$ cat src/rtl/cook_sequencer_if.sv
`default_nettype none
`timescale 1ns/1ps
// ============================================================================
// Module      : cook_sequencer_if
// Description : Program-load, control and status signals of the multi-stage
//               cooking sequencer. The master side is the keypad/loader and
//               display logic; the slave side is the sequencer core.
// Revision    : 1.0 - initial release
// ============================================================================
interface cook_sequencer_if #(
    parameter int STAGES = 4,
    parameter int DIGITS = 4,
    parameter int LVL_W  = 2
);
    localparam int c_IDX_W = (STAGES > 1) ? $clog2(STAGES) : 1;
    localparam int c_CNT_W = $clog2(STAGES + 1);

    // Program loading and control
    logic                   prog_we;
    logic [c_IDX_W-1:0]     prog_idx;
    logic [4*DIGITS-1:0]    prog_dur;
    logic [LVL_W-1:0]       prog_lvl;
    logic [c_CNT_W-1:0]     prog_count;
    logic                   start;
    logic                   stop;
    logic                   door_open;

    // Status towards display and power stage
    logic [2:0]             state;
    logic [c_IDX_W-1:0]     stage_idx;
    logic [4*DIGITS-1:0]    remaining;
    logic                   pwm_out;
    logic                   motor_on;
    logic                   busy;
    logic                   done;

    modport master (
        output prog_we, prog_idx, prog_dur, prog_lvl, prog_count,
        output start, stop, door_open,
        input  state, stage_idx, remaining, pwm_out, motor_on, busy, done
    );

    modport slave (
        input  prog_we, prog_idx, prog_dur, prog_lvl, prog_count,
        input  start, stop, door_open,
        output state, stage_idx, remaining, pwm_out, motor_on, busy, done
    );
endinterface
`default_nettype wire

$ cat src/rtl/cook_sequencer.sv
`default_nettype none
`timescale 1ns/1ps
// ============================================================================
// Module      : cook_sequencer
// Description : Multi-stage cooking controller. Holds STAGES program slots
//               (BCD duration + heat level), runs them in order with a 1 s
//               BCD countdown, drives magnetron PWM and turntable motor.
//               Optional door interlock: define COOK_DOOR_INTERLOCK_EN.
// Revision    : 1.0 - initial release
// ============================================================================
module cook_sequencer #(
    parameter int STAGES   = 4,
    parameter int DIGITS   = 4,
    parameter int LVL_W    = 2,
    parameter int TICK_DIV = 50_000_000,
    parameter int PWM_DIV  = 5_000_000
) (
    input  logic               clock,
    input  logic               reset,
    cook_sequencer_if.slave    bus
);

    localparam int c_IDX_W  = (STAGES > 1) ? $clog2(STAGES) : 1;
    localparam int c_CNT_W  = $clog2(STAGES + 1);
    localparam int c_DUR_W  = 4 * DIGITS;
    localparam int c_LMAX   = (1 << LVL_W) - 1;
    localparam int c_TICK_W = (TICK_DIV > 1) ? $clog2(TICK_DIV) : 1;
    localparam int c_PDIV_W = (PWM_DIV > 1) ? $clog2(PWM_DIV) : 1;

    typedef enum logic [2:0] {
        ST_IDLE  = 3'd0,
        ST_LOAD  = 3'd1,
        ST_RUN   = 3'd2,
        ST_PAUSE = 3'd3,
        ST_DONE  = 3'd4
    } state_t;

    // Program storage
    logic [c_DUR_W-1:0]  r_slot_dur [STAGES];
    logic [LVL_W-1:0]    r_slot_lvl [STAGES];

    // Sequencer state and registered outputs
    state_t              r_state;
    logic [c_IDX_W-1:0]  r_idx;
    logic [c_DUR_W-1:0]  r_rem;
    logic [c_CNT_W-1:0]  r_count;
    logic [LVL_W-1:0]    r_lvl;
    logic [c_TICK_W-1:0] r_tick;
    logic [c_PDIV_W-1:0] r_pdiv;
    logic [LVL_W-1:0]    r_p;
    logic                r_pwm;
    logic                r_motor;
    logic                r_busy;
    logic                r_done;

    // Next-state values
    state_t              w_state_nxt;
    logic [c_IDX_W-1:0]  w_idx_nxt;
    logic [c_DUR_W-1:0]  w_rem_nxt;
    logic [c_CNT_W-1:0]  w_count_nxt;
    logic [LVL_W-1:0]    w_lvl_nxt;
    logic [c_TICK_W-1:0] w_tick_nxt;
    logic [c_PDIV_W-1:0] w_pdiv_nxt;
    logic [LVL_W-1:0]    w_p_nxt;

    logic                w_door;
    logic                w_start_ok;
    logic [c_CNT_W-1:0]  w_n;
    logic                w_last;
    logic                w_idx_ok;
    logic [c_DUR_W-1:0]  w_rem_dec;

`ifdef COOK_DOOR_INTERLOCK_EN
    assign w_door = bus.door_open;
`else
    // Door input has no effect in this build.
    logic w_unused_door;
    assign w_unused_door = bus.door_open;
    assign w_door        = 1'b0;
`endif

    // Clamp every BCD digit to 9 so stored durations are always valid decimal.
    function automatic logic [c_DUR_W-1:0] bcd_sat(input logic [c_DUR_W-1:0] v);
        logic [c_DUR_W-1:0] r;
        r = v;
        for (int i = 0; i < DIGITS; i++) begin
            if (v[4*i +: 4] > 4'd9) begin
                r[4*i +: 4] = 4'd9;
            end
        end
        return r;
    endfunction

    // Pure decimal decrement: a zero digit borrows and becomes 9.
    function automatic logic [c_DUR_W-1:0] bcd_dec(input logic [c_DUR_W-1:0] v);
        logic [c_DUR_W-1:0] r;
        logic               borrow;
        r      = v;
        borrow = 1'b1;
        for (int i = 0; i < DIGITS; i++) begin
            if (borrow) begin
                if (r[4*i +: 4] == 4'd0) begin
                    r[4*i +: 4] = 4'd9;
                end else begin
                    r[4*i +: 4] = r[4*i +: 4] - 4'd1;
                    borrow      = 1'b0;
                end
            end
        end
        return r;
    endfunction

    // Stop dominates start; with the interlock an open door also blocks start.
    assign w_start_ok = bus.start && !bus.stop && !w_door;
    assign w_n        = (bus.prog_count > c_CNT_W'(STAGES)) ? c_CNT_W'(STAGES) : bus.prog_count;
    assign w_last     = ((c_CNT_W'(r_idx) + c_CNT_W'(1)) == r_count);
    assign w_idx_ok   = ({1'b0, bus.prog_idx} < (c_IDX_W + 1)'(STAGES));
    assign w_rem_dec  = bcd_dec(r_rem);

    // Program slot writes, accepted only while idle.
    always_ff @(posedge clock) begin
        if (reset) begin
            for (int i = 0; i < STAGES; i++) begin
                r_slot_dur[i] <= '0;
                r_slot_lvl[i] <= '0;
            end
        end else if (r_state == ST_IDLE && bus.prog_we && w_idx_ok) begin
            r_slot_dur[bus.prog_idx] <= bcd_sat(bus.prog_dur);
            r_slot_lvl[bus.prog_idx] <= bus.prog_lvl;
        end
    end

    // Next-state and datapath decisions for the sequencer.
    always_comb begin
        w_state_nxt = r_state;
        w_idx_nxt   = r_idx;
        w_rem_nxt   = r_rem;
        w_count_nxt = r_count;
        w_lvl_nxt   = r_lvl;
        w_tick_nxt  = r_tick;
        w_pdiv_nxt  = r_pdiv;
        w_p_nxt     = r_p;

        case (r_state)
            ST_IDLE: begin
                if (w_start_ok && (w_n != '0)) begin
                    w_state_nxt = ST_LOAD;
                    w_idx_nxt   = '0;
                    w_count_nxt = w_n;
                end
            end

            ST_LOAD: begin
                w_rem_nxt  = r_slot_dur[r_idx];
                w_lvl_nxt  = r_slot_lvl[r_idx];
                w_tick_nxt = '0;
                w_pdiv_nxt = '0;
                w_p_nxt    = '0;
                if (r_slot_dur[r_idx] == '0) begin
                    // Zero-length stage: skip it without entering RUN.
                    if (w_last) begin
                        w_state_nxt = ST_DONE;
                    end else begin
                        w_idx_nxt   = r_idx + c_IDX_W'(1);
                        w_state_nxt = ST_LOAD;
                    end
                end else begin
                    w_state_nxt = ST_RUN;
                end
            end

            ST_RUN: begin
                if (bus.stop || w_door) begin
                    // Counters freeze so a resume continues mid-second.
                    w_state_nxt = ST_PAUSE;
                end else begin
                    if (r_pdiv == c_PDIV_W'(PWM_DIV - 1)) begin
                        w_pdiv_nxt = '0;
                        w_p_nxt    = (r_p == LVL_W'(c_LMAX - 1)) ? '0 : r_p + LVL_W'(1);
                    end else begin
                        w_pdiv_nxt = r_pdiv + c_PDIV_W'(1);
                    end

                    if (r_tick == c_TICK_W'(TICK_DIV - 1)) begin
                        w_tick_nxt = '0;
                        w_rem_nxt  = w_rem_dec;
                        if (w_rem_dec == '0) begin
                            if (w_last) begin
                                w_state_nxt = ST_DONE;
                            end else begin
                                w_idx_nxt   = r_idx + c_IDX_W'(1);
                                w_state_nxt = ST_LOAD;
                            end
                        end
                    end else begin
                        w_tick_nxt = r_tick + c_TICK_W'(1);
                    end
                end
            end

            ST_PAUSE: begin
                if (bus.stop) begin
                    w_state_nxt = ST_IDLE;
                    w_rem_nxt   = '0;
                    w_idx_nxt   = '0;
                    w_tick_nxt  = '0;
                    w_pdiv_nxt  = '0;
                    w_p_nxt     = '0;
                end else if (w_start_ok) begin
                    w_state_nxt = ST_RUN;
                end
            end

            ST_DONE: begin
                if (bus.stop || bus.start) begin
                    w_state_nxt = ST_IDLE;
                end
            end

            default: begin
                w_state_nxt = ST_IDLE;
            end
        endcase
    end

    // State register with all outputs registered from the next-state values.
    always_ff @(posedge clock) begin
        if (reset) begin
            r_state <= ST_IDLE;
            r_idx   <= '0;
            r_rem   <= '0;
            r_count <= '0;
            r_lvl   <= '0;
            r_tick  <= '0;
            r_pdiv  <= '0;
            r_p     <= '0;
            r_pwm   <= 1'b0;
            r_motor <= 1'b0;
            r_busy  <= 1'b0;
            r_done  <= 1'b0;
        end else begin
            r_state <= w_state_nxt;
            r_idx   <= w_idx_nxt;
            r_rem   <= w_rem_nxt;
            r_count <= w_count_nxt;
            r_lvl   <= w_lvl_nxt;
            r_tick  <= w_tick_nxt;
            r_pdiv  <= w_pdiv_nxt;
            r_p     <= w_p_nxt;
            r_pwm   <= (w_state_nxt == ST_RUN) && (w_p_nxt < w_lvl_nxt) && !w_door;
            r_motor <= (w_state_nxt == ST_RUN);
            r_busy  <= (w_state_nxt == ST_LOAD) || (w_state_nxt == ST_RUN) ||
                       (w_state_nxt == ST_PAUSE);
            r_done  <= (w_state_nxt == ST_DONE);
        end
    end

    assign bus.state     = r_state;
    assign bus.stage_idx = r_idx;
    assign bus.remaining = r_rem;
    assign bus.pwm_out   = r_pwm;
    assign bus.motor_on  = r_motor;
    assign bus.busy      = r_busy;
    assign bus.done      = r_done;

endmodule
`default_nettype wire

$ cat src/flat_wrapper.sv
// flat-port wrapper written by rule: the top's interface ports become plain ports
module cook_sequencer_flat 
#(
    parameter int STAGES   = 4,
    parameter int DIGITS   = 4,
    parameter int LVL_W    = 2,
    parameter int TICK_DIV = 50_000_000,
    parameter int PWM_DIV  = 5_000_000
)
  (clock, reset, bus_prog_we, bus_prog_idx, bus_prog_dur, bus_prog_lvl, bus_prog_count, bus_start, bus_stop, bus_door_open, bus_state, bus_stage_idx, bus_remaining, bus_pwm_out, bus_motor_on, bus_busy, bus_done);
  cook_sequencer_if #(.STAGES(STAGES), .DIGITS(DIGITS), .LVL_W(LVL_W)) bus_i ();
  input  logic clock;
  input  logic reset;
  input wire logic [$bits(bus_i.prog_we)-1:0] bus_prog_we;
  input wire logic [$bits(bus_i.prog_idx)-1:0] bus_prog_idx;
  input wire logic [$bits(bus_i.prog_dur)-1:0] bus_prog_dur;
  input wire logic [$bits(bus_i.prog_lvl)-1:0] bus_prog_lvl;
  input wire logic [$bits(bus_i.prog_count)-1:0] bus_prog_count;
  input wire logic [$bits(bus_i.start)-1:0] bus_start;
  input wire logic [$bits(bus_i.stop)-1:0] bus_stop;
  input wire logic [$bits(bus_i.door_open)-1:0] bus_door_open;
  output wire logic [$bits(bus_i.state)-1:0] bus_state;
  output wire logic [$bits(bus_i.stage_idx)-1:0] bus_stage_idx;
  output wire logic [$bits(bus_i.remaining)-1:0] bus_remaining;
  output wire logic [$bits(bus_i.pwm_out)-1:0] bus_pwm_out;
  output wire logic [$bits(bus_i.motor_on)-1:0] bus_motor_on;
  output wire logic [$bits(bus_i.busy)-1:0] bus_busy;
  output wire logic [$bits(bus_i.done)-1:0] bus_done;
  assign bus_i.prog_we = bus_prog_we;
  assign bus_i.prog_idx = bus_prog_idx;
  assign bus_i.prog_dur = bus_prog_dur;
  assign bus_i.prog_lvl = bus_prog_lvl;
  assign bus_i.prog_count = bus_prog_count;
  assign bus_i.start = bus_start;
  assign bus_i.stop = bus_stop;
  assign bus_i.door_open = bus_door_open;
  assign bus_state = bus_i.state;
  assign bus_stage_idx = bus_i.stage_idx;
  assign bus_remaining = bus_i.remaining;
  assign bus_pwm_out = bus_i.pwm_out;
  assign bus_motor_on = bus_i.motor_on;
  assign bus_busy = bus_i.busy;
  assign bus_done = bus_i.done;
  cook_sequencer #(.STAGES(STAGES), .DIGITS(DIGITS), .LVL_W(LVL_W), .TICK_DIV(TICK_DIV), .PWM_DIV(PWM_DIV)) u_core (.clock(clock), .reset(reset), .bus(bus_i));
endmodule
$ cat config.mk
export PLATFORM = sky130hd
export DESIGN_NAME = cook_sequencer_flat
export DESIGN_NICKNAME = d
export VERILOG_FILES = /design/src/rtl/cook_sequencer_if.sv /design/src/rtl/cook_sequencer.sv /design/src/flat_wrapper.sv
export SDC_FILE = /design/constraint.sdc
export NUM_CORES = 1
export LEC_CHECK = 0
export BUFFER_PORTS_ARGS = -buffer_cell sky130_fd_sc_hd__buf_2
export CAP_MARGIN = 20
export CORE_ASPECT_RATIO = 1.4
export CORE_MARGIN = 2
export CORE_UTILIZATION = 40
export DETAILED_ROUTE_END_ITERATION = 12
export PLACE_DENSITY = 0.61
export SLEW_MARGIN = 20
export SYNTH_ARGS = -nofsm -noshare
export SYNTH_HDL_FRONTEND = slang
export SYNTH_SLANG_ARGS = --single-unit
export TNS_END_PERCENT = 30
$ cat constraint.sdc
create_clock -name clock -period 2.4 [get_ports clock]
set_input_delay 0.24 -clock clock [delete_from_list [all_inputs] [get_ports clock]]
set_output_delay 0.24 -clock clock [all_outputs]
set_load 0.005 [all_outputs]
==> results of run 1 <==
-- timing repair --
action / in CTS / in global routing
setup endpoints to repair: 9 / 41
cloned: 1 / 0
resized for setup: 9 / 22
buffers inserted: 3 / 3
hold buffers: 0 / 0
pin swaps: 0 / 5
-- path summary, 6_finish.rpt --
path	to	slack [ns]	cells after the start
max	flip-flop	-0.04	9
min	u_core.r_count[1]	0.09	3
max reg2reg	flip-flop	-0.04	9
min reg2reg	u_core.r_tick[1]	0.48	2
-- layer usage --
layer	vias up	GRT usage (%)	wire length (um)
li1	2799	-	-
met1	2781	20.7	7280
met2	121	35.7	9590
met3	23	4.29	781
met4	0	7.36	352
met5	-	0	0
-- worst max-delay path, cell delays in order (launching register included) --
cell     delay, ns
dfxtp_4       0.39
buf_12        0.14
mux4_2        0.53
nor4_2        0.31
buf_4         0.16
and4_4        0.23
nor3_2        0.04
a21oi_2       0.16
nor3b_4       0.25
o22ai_1       0.11
-- area by class of cell --
class                   instances  share of cell area, %
clock buffers                  17                   4.67
clock inverters                15                   1.69
inverters                      10                  0.412
multi-input cells             523                   38.6
flip-flops and latches        155                   42.0
well taps                     240                   3.29
repair buffers                113                   9.28
-- through the flow --
stage / area (um2) / util [%]
detailed placement: 8320 / 46.0
global placement: 8320 / 46.0
finish: 9110 / 50.4
global route: 9110 / 50.4
floorplan: 7420 / -
CTS: 8980 / 49.7
-- registers in the layout, indices dropped and copies added (netlist names), named ones only --
| name | flops |
|---|---|
| u_core.r_pdiv | 23 |
| u_core.r_p | 2 |
| u_core.bus.state | 3 |
| u_core.bus.motor_on | 1 |
| u_core.r_slot_lvl | 8 |
| u_core.r_slot_dur | 64 |
| u_core.r_tick | 26 |
| u_core.bus.remaining | 16 |
| u_core.r_count | 3 |
| u_core.bus.done | 1 |
| u_core.r_lvl | 2 |
| u_core.bus.stage_idx | 2 |
| u_core.bus.busy | 1 |
| u_core.bus.pwm_out | 1 |
-- Yosys cell counts, drive strengths merged, types with 4 or more instances --
library cell    n  area share, %
o21ai          17            1.2
nor2b           5           0.42
clkbuf         23            1.2
buf            11            1.0
nor3           22            1.5
nor2          149            7.5
inv            10           0.51
xnor2          23            2.8
xor2           23            2.7
and4            4           0.47
nand2          39            2.0
nand3          22            1.5
or3             8           0.68
a211oi          7           0.71
edfxtp         72             29
dfxtp          83             22
a22oi           6           0.61
and2           21            1.8
and3           13            1.1
a21oi          21            1.5
nand4          10           0.84
or2             5           0.42
nand2b         25            2.1
a22o            4           0.47
nor4b           5           0.67
a221oi          6           0.71
nor4           15            1.6
mux4           18            5.5
o21a            4           0.41
ha              7            1.2
-- power breakdown --
group | internal (mW) | switching (mW)
Clock | 1.38 | 1.22
Combinational | 0.446 | 0.497
Sequential | 2.88 | 0.0829
Total | 4.71 | 1.80
-- logic make-up after synthesis --
kind of cell / count (synthesis) / synth area share, %
simple gates: 362 / 25.1
flops: 155 / 51.6
compound gates: 85 / 7.73
xor+xnor: 46 / 5.54
buf+inv: 44 / 2.70
mux: 23 / 6.18
fa+ha+maj: 7 / 1.18
==> flow_metrics.py, run 1 <==
metrics = {
    "run_status": {
        "status": "complete, but fails checks",
        "violations": "setup timing",
    },
    "worst_hold_path": {
        "holdCritStartpoint": "bus_prog_count[1]",
        "hold_path.class": "primary input to flip-flop",
    },
    "setup_path": {
        "worstPathArrival_ns": 2.75,
        "criticalPathCategory": "flip-flop to flip-flop",
        "critPathLaunchType": "flip-flop",
        "crit_fanout": 5,
        "crit_required_ns": 2.70,
        "critPathCaptureType": "flip-flop",
    },
    "power": {
        "leakage_nw": 3.40,
        "p_per_area_mw_per_mm2": 714,
        "power_mw": 6.51,
        "peakVddDrop_mv": 0.485,
    },
    "synthesis": {
        "syn_inst": 722,
        "ys_seq_area_share_pct": 51.6,
        "synth-edff-count": 72,
        "syn_nets": 758,
        "async_flop_share_pct": 0,
        "yosys_register_bits": 155,
        "yosysWarnings": 0,
        "syn-cell-area_mm2": 0.00741,
        "synth_cell_types": 66,
        "ys.flop_type": "dfxtp_1",
        "avgSynthCellArea_um2": 10.3,
    },
    "global_routing": {
        "grt_remaining_overflow": 0,
        "grt_pass1_wl_mm": 29.0,
        "grtUsageTotal_pct": 19.0,
        "grt_max_degree": 38,
        "grt_pass1_vias": 5884,
        "antenna_found_initial": 0,
    },
    "layout": {
        "final_common_cell": "nor2_1",
        "multi_input_area_mm2": 0.00352,
        "area_growth_pct": 23.0,
        "drive_gt1_share_pct": 24.5,
        "fin_cells": 1073,
        "n_antenna_cell": 0,
        "regArea_mm2": 0.00383,
        "final_cell_mix": "nor2_1 (149), dfxtp_1 (80), edfxtp_1 (72)",
        "nets": 856,
        "fillCellCount": 1620,
    },
    "cts": {
        "numCtsBuffers": 17,
        "root_buffer": "clkbuf_16",
        "cts_tree": "done",
        "htreeDepth": 4,
        "clock_path_buffers": 2,
        "cts.sinks": 155,
        "insertion_delay_ns": 0.44,
        "clk_pin_slew_ns": 0.06,
    },
    "die": {
        "die_h_um": 165,
        "num_io_pins": 54,
        "fp.dieArea_mm2": 0.0197,
        "dieWidth_um": 119,
        "std_cell_rows": 58,
        "coreArea_mm2": 0.0181,
        "start_util_pct": 41.0,
    },
    "job": {
        "cap_violations": 0,
    },
    "sta": {
        "finClkSkew_ns": 0.0127,
        "slew-limit-headroom_pct": 50.0,
        "fin_crit_ns": 2.44,
        "hold_ws_ns": 0.0938,
        "drv_slew": 0,
        "max_freq_mhz": 409,
        "hold_violations": 0,
        "worstMarginPinSlew_ns": 0.743,
        "rsz0062_at_grt": "true",
        "fin_crit_sh_pct": 102,
        "setup_ws_ns": -0.0444,
        "finalSetupViolations": 4,
        "fin_tns_setup_ns": -0.171,
    },
    "drt": {
        "vias": 5724,
        "drt-total-wl_mm": 18.0,
        "ant_nets": 0,
        "routedWlPerCell_um": 16.8,
        "drc": 0,
        "avgViaCountPerCell": 5.33,
        "drt_iter0_markers": 343,
        "firstDrtPassIters": 4,
    },
    "placed_design": {
        "dp_hpwl_mm": 12.9,
        "io_buffers": 52,
        "dp_slack_ns": -0.160,
        "placed_cells": 1034,
        "gp_congestion": 0.868,
    },
}
(Power assumes the default switching activity.)
==> run 2, diff against run 1 <==
--- a/config.mk
+++ b/config.mk
@@ -7,7 +7,6 @@
 export LEC_CHECK = 0
 export BUFFER_PORTS_ARGS = -buffer_cell sky130_fd_sc_hd__buf_2
 export CAP_MARGIN = 20
-export CORE_ASPECT_RATIO = 1.4
 export CORE_MARGIN = 2
 export CORE_UTILIZATION = 40
 export DETAILED_ROUTE_END_ITERATION = 12
==> run 2 against run 1 <==
  * The flow finishes with violations (DRC, setup timing)
  * Clock skew down 0.00069 ns
  * Sequential power about the same
  * Critical path type unchanged
  * Register-to-register slack about the same
  * Sequential share of layout area up 0.27 points
  * Critical path depth down 1
==> flow_metrics.py, run 2 (synthesis gave the netlist of run 1 again) <==
metrics = {
    "run_status": {
        "status": "complete, but fails checks",
        "violations": "DRC, setup timing",
    },
    "setup_path": {
        "r2r_slack_ns": -0.05,
        "crit_fanout": 7,
        "worstPathCellList": "bufbuf_16, mux4_2, nor4_2, and4_1, nor3_2, a21oi_2, nor3b_4, o22ai_1",
        "cp.depth": 8,
        "criticalPathCategory": "flip-flop to flip-flop",
        "worstPathArrival_ns": 2.76,
        "slowest_stage": "mux4_2",
        "critPathCaptureType": "flip-flop",
        "crit_required_ns": 2.71,
        "cpPeakStageDelay_ns": 0.56,
        "critPathLaunchType": "flip-flop",
        "reg2reg_depth": 8,
        "cp_top_family": "simple AND/OR/NAND/NOR gates",
        "crit_buf_inv": 1,
    },
    "global_routing": {
        "grt_pass1_vias": 5734,
        "grt_remaining_overflow": 0,
        "grt_max_degree": 38,
        "grt_pass1_wl_mm": 28.8,
        "antenna_found_initial": 0,
        "grtUsageTotal_pct": 18.7,
    },
    "drt": {
        "drt_iter0_markers": 376,
        "met1Wirelength_mm": 7.51,
        "firstDrtPassIters": 9,
        "wl_met3_um": 869,
        "routedWlPerCell_um": 16.7,
        "drc": 3,
        "vias": 5743,
        "ant_nets": 0,
        "highest_layer": "met4",
        "wl_met2_mm": 9.12,
        "drt-total-wl_mm": 17.7,
        "avgViaCountPerCell": 5.42,
    },
    "die": {
        "start_util_pct": 41.0,
        "dieWidth_um": 140,
        "num_io_pins": 54,
        "die_h_um": 140,
        "coreArea_mm2": 0.0181,
        "fp.dieArea_mm2": 0.0196,
        "std_cell_rows": 49,
    },
    "cts": {
        "cts_tree": "done",
        "clk_pin_slew_ns": 0.07,
        "htreeDepth": 4,
        "root_buffer": "clkbuf_16",
        "cts.sinks": 155,
        "ctsHoldBuffers": 0,
        "insertion_delay_ns": 0.44,
        "numCtsBuffers": 17,
        "clock_path_buffers": 2,
    },
    "layout": {
        "top_register": "u_core.r_slot_dur",
        "n_antenna_cell": 0,
        "nets": 854,
        "final_cell_mix": "nor2_1 (149), dfxtp_1 (80), edfxtp_1 (72)",
        "largest_reg_flops": 64,
        "reg_top3": "u_core.r_slot_dur (64), u_core.r_tick (26), u_core.r_pdiv (23)",
        "area_growth_pct": 22.2,
        "drive_gt1_share_pct": 23.8,
        "fin_util_pct": 50.1,
        "final_common_cell": "nor2_1",
    },
    "power": {
        "p_per_area_mw_per_mm2": 717,
        "power_mw": 6.49,
        "peakVddDrop_mv": 0.500,
        "leakage_nw": 3.39,
    },
    "sta": {
        "hold_ws_ns": 0.0886,
        "finClkSkew_ns": 0.0120,
        "finalSetupViolations": 4,
        "slew-limit-headroom_pct": 46.5,
        "drv_slew": 0,
        "hold_violations": 0,
        "setup_ws_ns": -0.0541,
        "max_freq_mhz": 407,
        "worstMarginPinSlew_ns": 0.795,
        "rsz0062_at_grt": "true",
        "fin_crit_ns": 2.45,
        "fin_crit_sh_pct": 102,
    },
    "placed_design": {
        "gp_congestion": 0.852,
        "dp_hpwl_mm": 12.4,
        "io_buffers": 52,
    },
    "worst_hold_path": {
        "holdCritStartpoint": "bus_prog_count[2]",
        "hold_path.class": "primary input to flip-flop",
    },
    "job": {
        "cap_violations": 0,
    },
}
## run 2: layout make-up
type                            instances  area (um2)
Multi-Input combinational cell        523        3500
Sequential cell                       155        3830
Clock inverter                         15         148
Timing Repair Buffer                  111         828
Clock buffer                           17         425
Tap cell                              229         287
Inverter                               10        37.5
Fill cell                            1612        9030
## run 2: what timing repair did
item	CTS	global route
pin swaps	2	4
gates resized for setup	3	20
endpoints found under the setup margin	4	40
gates cloned	1	0
setup buffers	3	1
## run 2: stage by stage
step / cell area, um2 / std cells / setup TNS [ns] / setup slack (ns)
floorplan: 7420 / 722 / -0.0272 / -0.00151
global placement: 8300 / 1024 / -0.234 / -0.0608
detailed placement: 8300 / 1024 / -0.276 / -0.0712
CTS: 8950 / 1060 / -0.0669 / -0.0219
global route: 9060 / 1060 / -0.621 / -0.151
finish: 9060 / 1060 / -0.195 / -0.0541
## run 2: report_power, final
part	internal [mW]	leakage [nW]	switching, mW
clock	1.38	0.274	1.23
sequential	2.88	1.42	0.0689
combinational	0.435	1.69	0.502
total	4.69	3.39	1.80
## run 2: how the worst min path moves through the flow
stage	slack, ns	cells past startpoint	end
after CTS	0.08	3	u_core.r_count[2]
after floorplan	0.39	2	u_core.r_count[2]
after detailed placement	0.46	2	u_core.r_pdiv[1]
after global placement	0.46	2	u_core.r_tick[1]
final	0.09	3	u_core.r_count[2]
after global routing	0.09	3	u_core.r_count[1]
## run 2: layer usage
| layer | GRT usage (%) | vias to the layer above |
|---|---|---|
| li1 | - | 2793 |
| met1 | 23.4 | 2796 |
| met2 | 32.5 | 137 |
| met3 | 4.00 | 17 |
| met4 | 5.58 | 0 |
| met5 | 0 | - |
## run 2: tightest hold or removal path, delay by kind of cell
family	cells	cell delay, ns
simple gates	1	0.08
mux	1	0.07
buf+inv	1	0.10
==> run 3, diff against run 2 <==
--- a/config.mk
+++ b/config.mk
@@ -8,9 +8,9 @@
 export BUFFER_PORTS_ARGS = -buffer_cell sky130_fd_sc_hd__buf_2
 export CAP_MARGIN = 20
 export CORE_MARGIN = 2
-export CORE_UTILIZATION = 40
+export CORE_UTILIZATION = 54
 export DETAILED_ROUTE_END_ITERATION = 12
-export PLACE_DENSITY = 0.61
+export PLACE_DENSITY = 0.78
 export SLEW_MARGIN = 20
 export SYNTH_ARGS = -nofsm -noshare
 export SYNTH_HDL_FRONTEND = slang
==> run 3 against run 2 <==
  * The run ends with setup timing left
  * Critical path depth unchanged
  * Global-route usage grew 6.9 points
  * Die area shrank 25%
  * Non-clock buffer count is 2 lower
  * Clock skew is 0.0026 ns lower
  * Clock power rose by 5%
  * First-iteration DRC count grew 32%
  * Register-to-register slack gained 0.02 ns
  * Sequential share of layout area increased by 0.37 points
  * Combinational power shrank 2%
  * Via count is 2.5% higher
  * Critical path type unchanged
  * Largest power group unchanged
==> flow_metrics.py, run 3 (synthesis gave the netlist of run 1 again) <==
metrics = {
    "run_status": {
        "status": "complete, but fails checks",
        "violations": "setup timing",
    },
    "setup_path": {
        "cp.depth": 8,
        "worstPathArrival_ns": 2.72,
        "critPathLaunchType": "flip-flop",
        "regToRegEndpoint": "u_core.bus.stage_idx[1]",
        "cp_top_family": "simple AND/OR/NAND/NOR gates",
        "setup.worst_path.end": "u_core.bus.stage_idx[1]",
        "reg2reg_depth": 8,
        "slowest_stage": "mux4_2",
        "critPathCaptureType": "flip-flop",
        "worstPathCellList": "buf_12, mux4_2, nor4_2, and4_1, nor3_1, a21oi_2, nor3b_4, o32ai_2",
        "criticalPathCategory": "flip-flop to flip-flop",
        "cpPeakStageDelay_ns": 0.59,
        "r2r_slack_ns": -0.04,
        "crit_required_ns": 2.69,
        "crit_buf_inv": 1,
        "crit_fanout": 9,
    },
    "cts": {
        "cts.sinks": 155,
        "root_buffer": "clkbuf_16",
        "cts_tree": "done",
        "clk_pin_slew_ns": 0.06,
        "numCtsBuffers": 17,
        "ctsHoldBuffers": 0,
        "clock_path_buffers": 2,
        "htreeDepth": 4,
        "insertion_delay_ns": 0.42,
    },
    "drt": {
        "drt_iter0_markers": 498,
        "avgViaCountPerCell": 5.86,
        "routedWlPerCell_um": 17.9,
        "vias": 5887,
        "ant_nets": 0,
        "drc": 0,
        "firstDrtPassIters": 5,
        "drt-total-wl_mm": 18.0,
    },
    "sta": {
        "fin_crit_ns": 2.44,
        "hold_violations": 0,
        "max_freq_mhz": 410,
        "slew-limit-headroom_pct": 45.8,
        "finClkSkew_ns": 0.00944,
        "fin_tns_setup_ns": -0.128,
        "fin_crit_sh_pct": 102,
        "drv_slew": 0,
        "setup_ws_ns": -0.0371,
        "worstMarginPinSlew_ns": 0.806,
        "hold_ws_ns": 0.101,
        "rsz0062_at_grt": "true",
        "finalSetupViolations": 4,
    },
    "placed_design": {
        "dp_hpwl_mm": 11.9,
        "placed_cells": 963,
        "dp_slack_ns": -0.0216,
        "placed_cell_area_mm2": 0.00816,
        "gp_congestion": 0.941,
        "io_buffers": 52,
    },
    "layout": {
        "area_growth_pct": 21.0,
        "fin_util_pct": 67.2,
        "largest_reg_flops": 64,
        "n_antenna_cell": 0,
        "drive_gt1_share_pct": 22.8,
        "nets": 852,
        "final_cell_mix": "nor2_1 (149), dfxtp_1 (82), edfxtp_1 (72)",
        "final_cell_area_mm2": 0.00897,
        "fin_cells": 1005,
        "reg_top3": "u_core.r_slot_dur (64), u_core.r_tick (26), u_core.r_pdiv (23)",
        "final_common_cell": "nor2_1",
        "top_register": "u_core.r_slot_dur",
    },
    "global_routing": {
        "grt_pass1_wl_mm": 29.0,
        "grtUsageTotal_pct": 25.5,
        "grt_max_degree": 42,
        "grt_remaining_overflow": 0,
        "antenna_found_initial": 0,
        "grt_pass1_vias": 5888,
    },
    "power": {
        "peakVddDrop_mv": 0.576,
        "leakage_nw": 3.37,
        "power_mw": 6.62,
        "p_per_area_mw_per_mm2": 738,
    },
    "job": {
        "cap_violations": 0,
    },
    "die": {
        "num_io_pins": 54,
        "start_util_pct": 55.5,
        "die_h_um": 121,
        "coreArea_mm2": 0.0133,
        "dieWidth_um": 121,
        "std_cell_rows": 42,
        "fp.dieArea_mm2": 0.0147,
    },
    "worst_hold_path": {
        "hold_path.class": "primary input to flip-flop",
    },
}
[run 3: changes by cell type in the layout (fill, tap and decap cells not counted), sizes merged]
cell	before	now
clkinvlp	3	2
bufinv	0	2
inv	21	10
clkinv	1	5
buf	110	109
clkbuf	17	23
bufbuf	1	0
[run 3: cell type report]
cell class | instances | area (um2)
Sequential cell | 155 | 3830
Multi-Input combinational cell | 523 | 3480
Fill cell | 990 | 4380
Timing Repair Buffer | 109 | 796
Inverter | 10 | 37.5
Tap cell | 176 | 220
Clock buffer | 23 | 499
Clock inverter | 9 | 110
[run 3: worst min path at each step]
stage | start | endpoint | slack, ns | cells after the start
2_1_floorplan | bus_prog_count[2] | u_core.r_count[2] | 0.39 | 2
3_3_place_gp | u_core.r_tick[1] | u_core.r_tick[1] | 0.46 | 2
3_5_place_dp | u_core.r_tick[1] | u_core.r_tick[1] | 0.47 | 2
4_1_cts | bus_prog_count[2] | u_core.r_count[2] | 0.09 | 3
5_1_grt | bus_prog_count[1] | u_core.r_count[1] | 0.11 | 3
6_report | bus_prog_count[2] | u_core.r_count[2] | 0.10 | 3
[run 3: where the power goes]
part	switching, mW	leakage [nW]	internal, mW
Combinational	0.494	1.65	0.426
Clock	1.06	0.292	1.68
Sequential	0.0850	1.42	2.88
[run 3: worst reg2reg max path, delay by kind of cell, from the launching register on]
family / cells / cell delay, ns
simple gates: 4 / 0.91
compound gates: 2 / 0.29
mux: 1 / 0.60
buf+inv: 1 / 0.14
flops: 1 / 0.37
[run 3: timing repair]
action                     CTS  global route
pin swaps                    2             3
gates resized for setup      2            19
gates cloned                 1             0
setup endpoints to repair    4            37
buffers inserted             3             6
[run 3: layer usage]
metal | GRT usage (%) | vias up | wire length, um
li1 | - | 2787 | -
met1 | 30.4 | 2832 | 6940
met2 | 45.6 | 233 | 9670
met3 | 5.83 | 35 | 1040
met4 | 8.26 | 0 | 372
met5 | 0 | - | 0
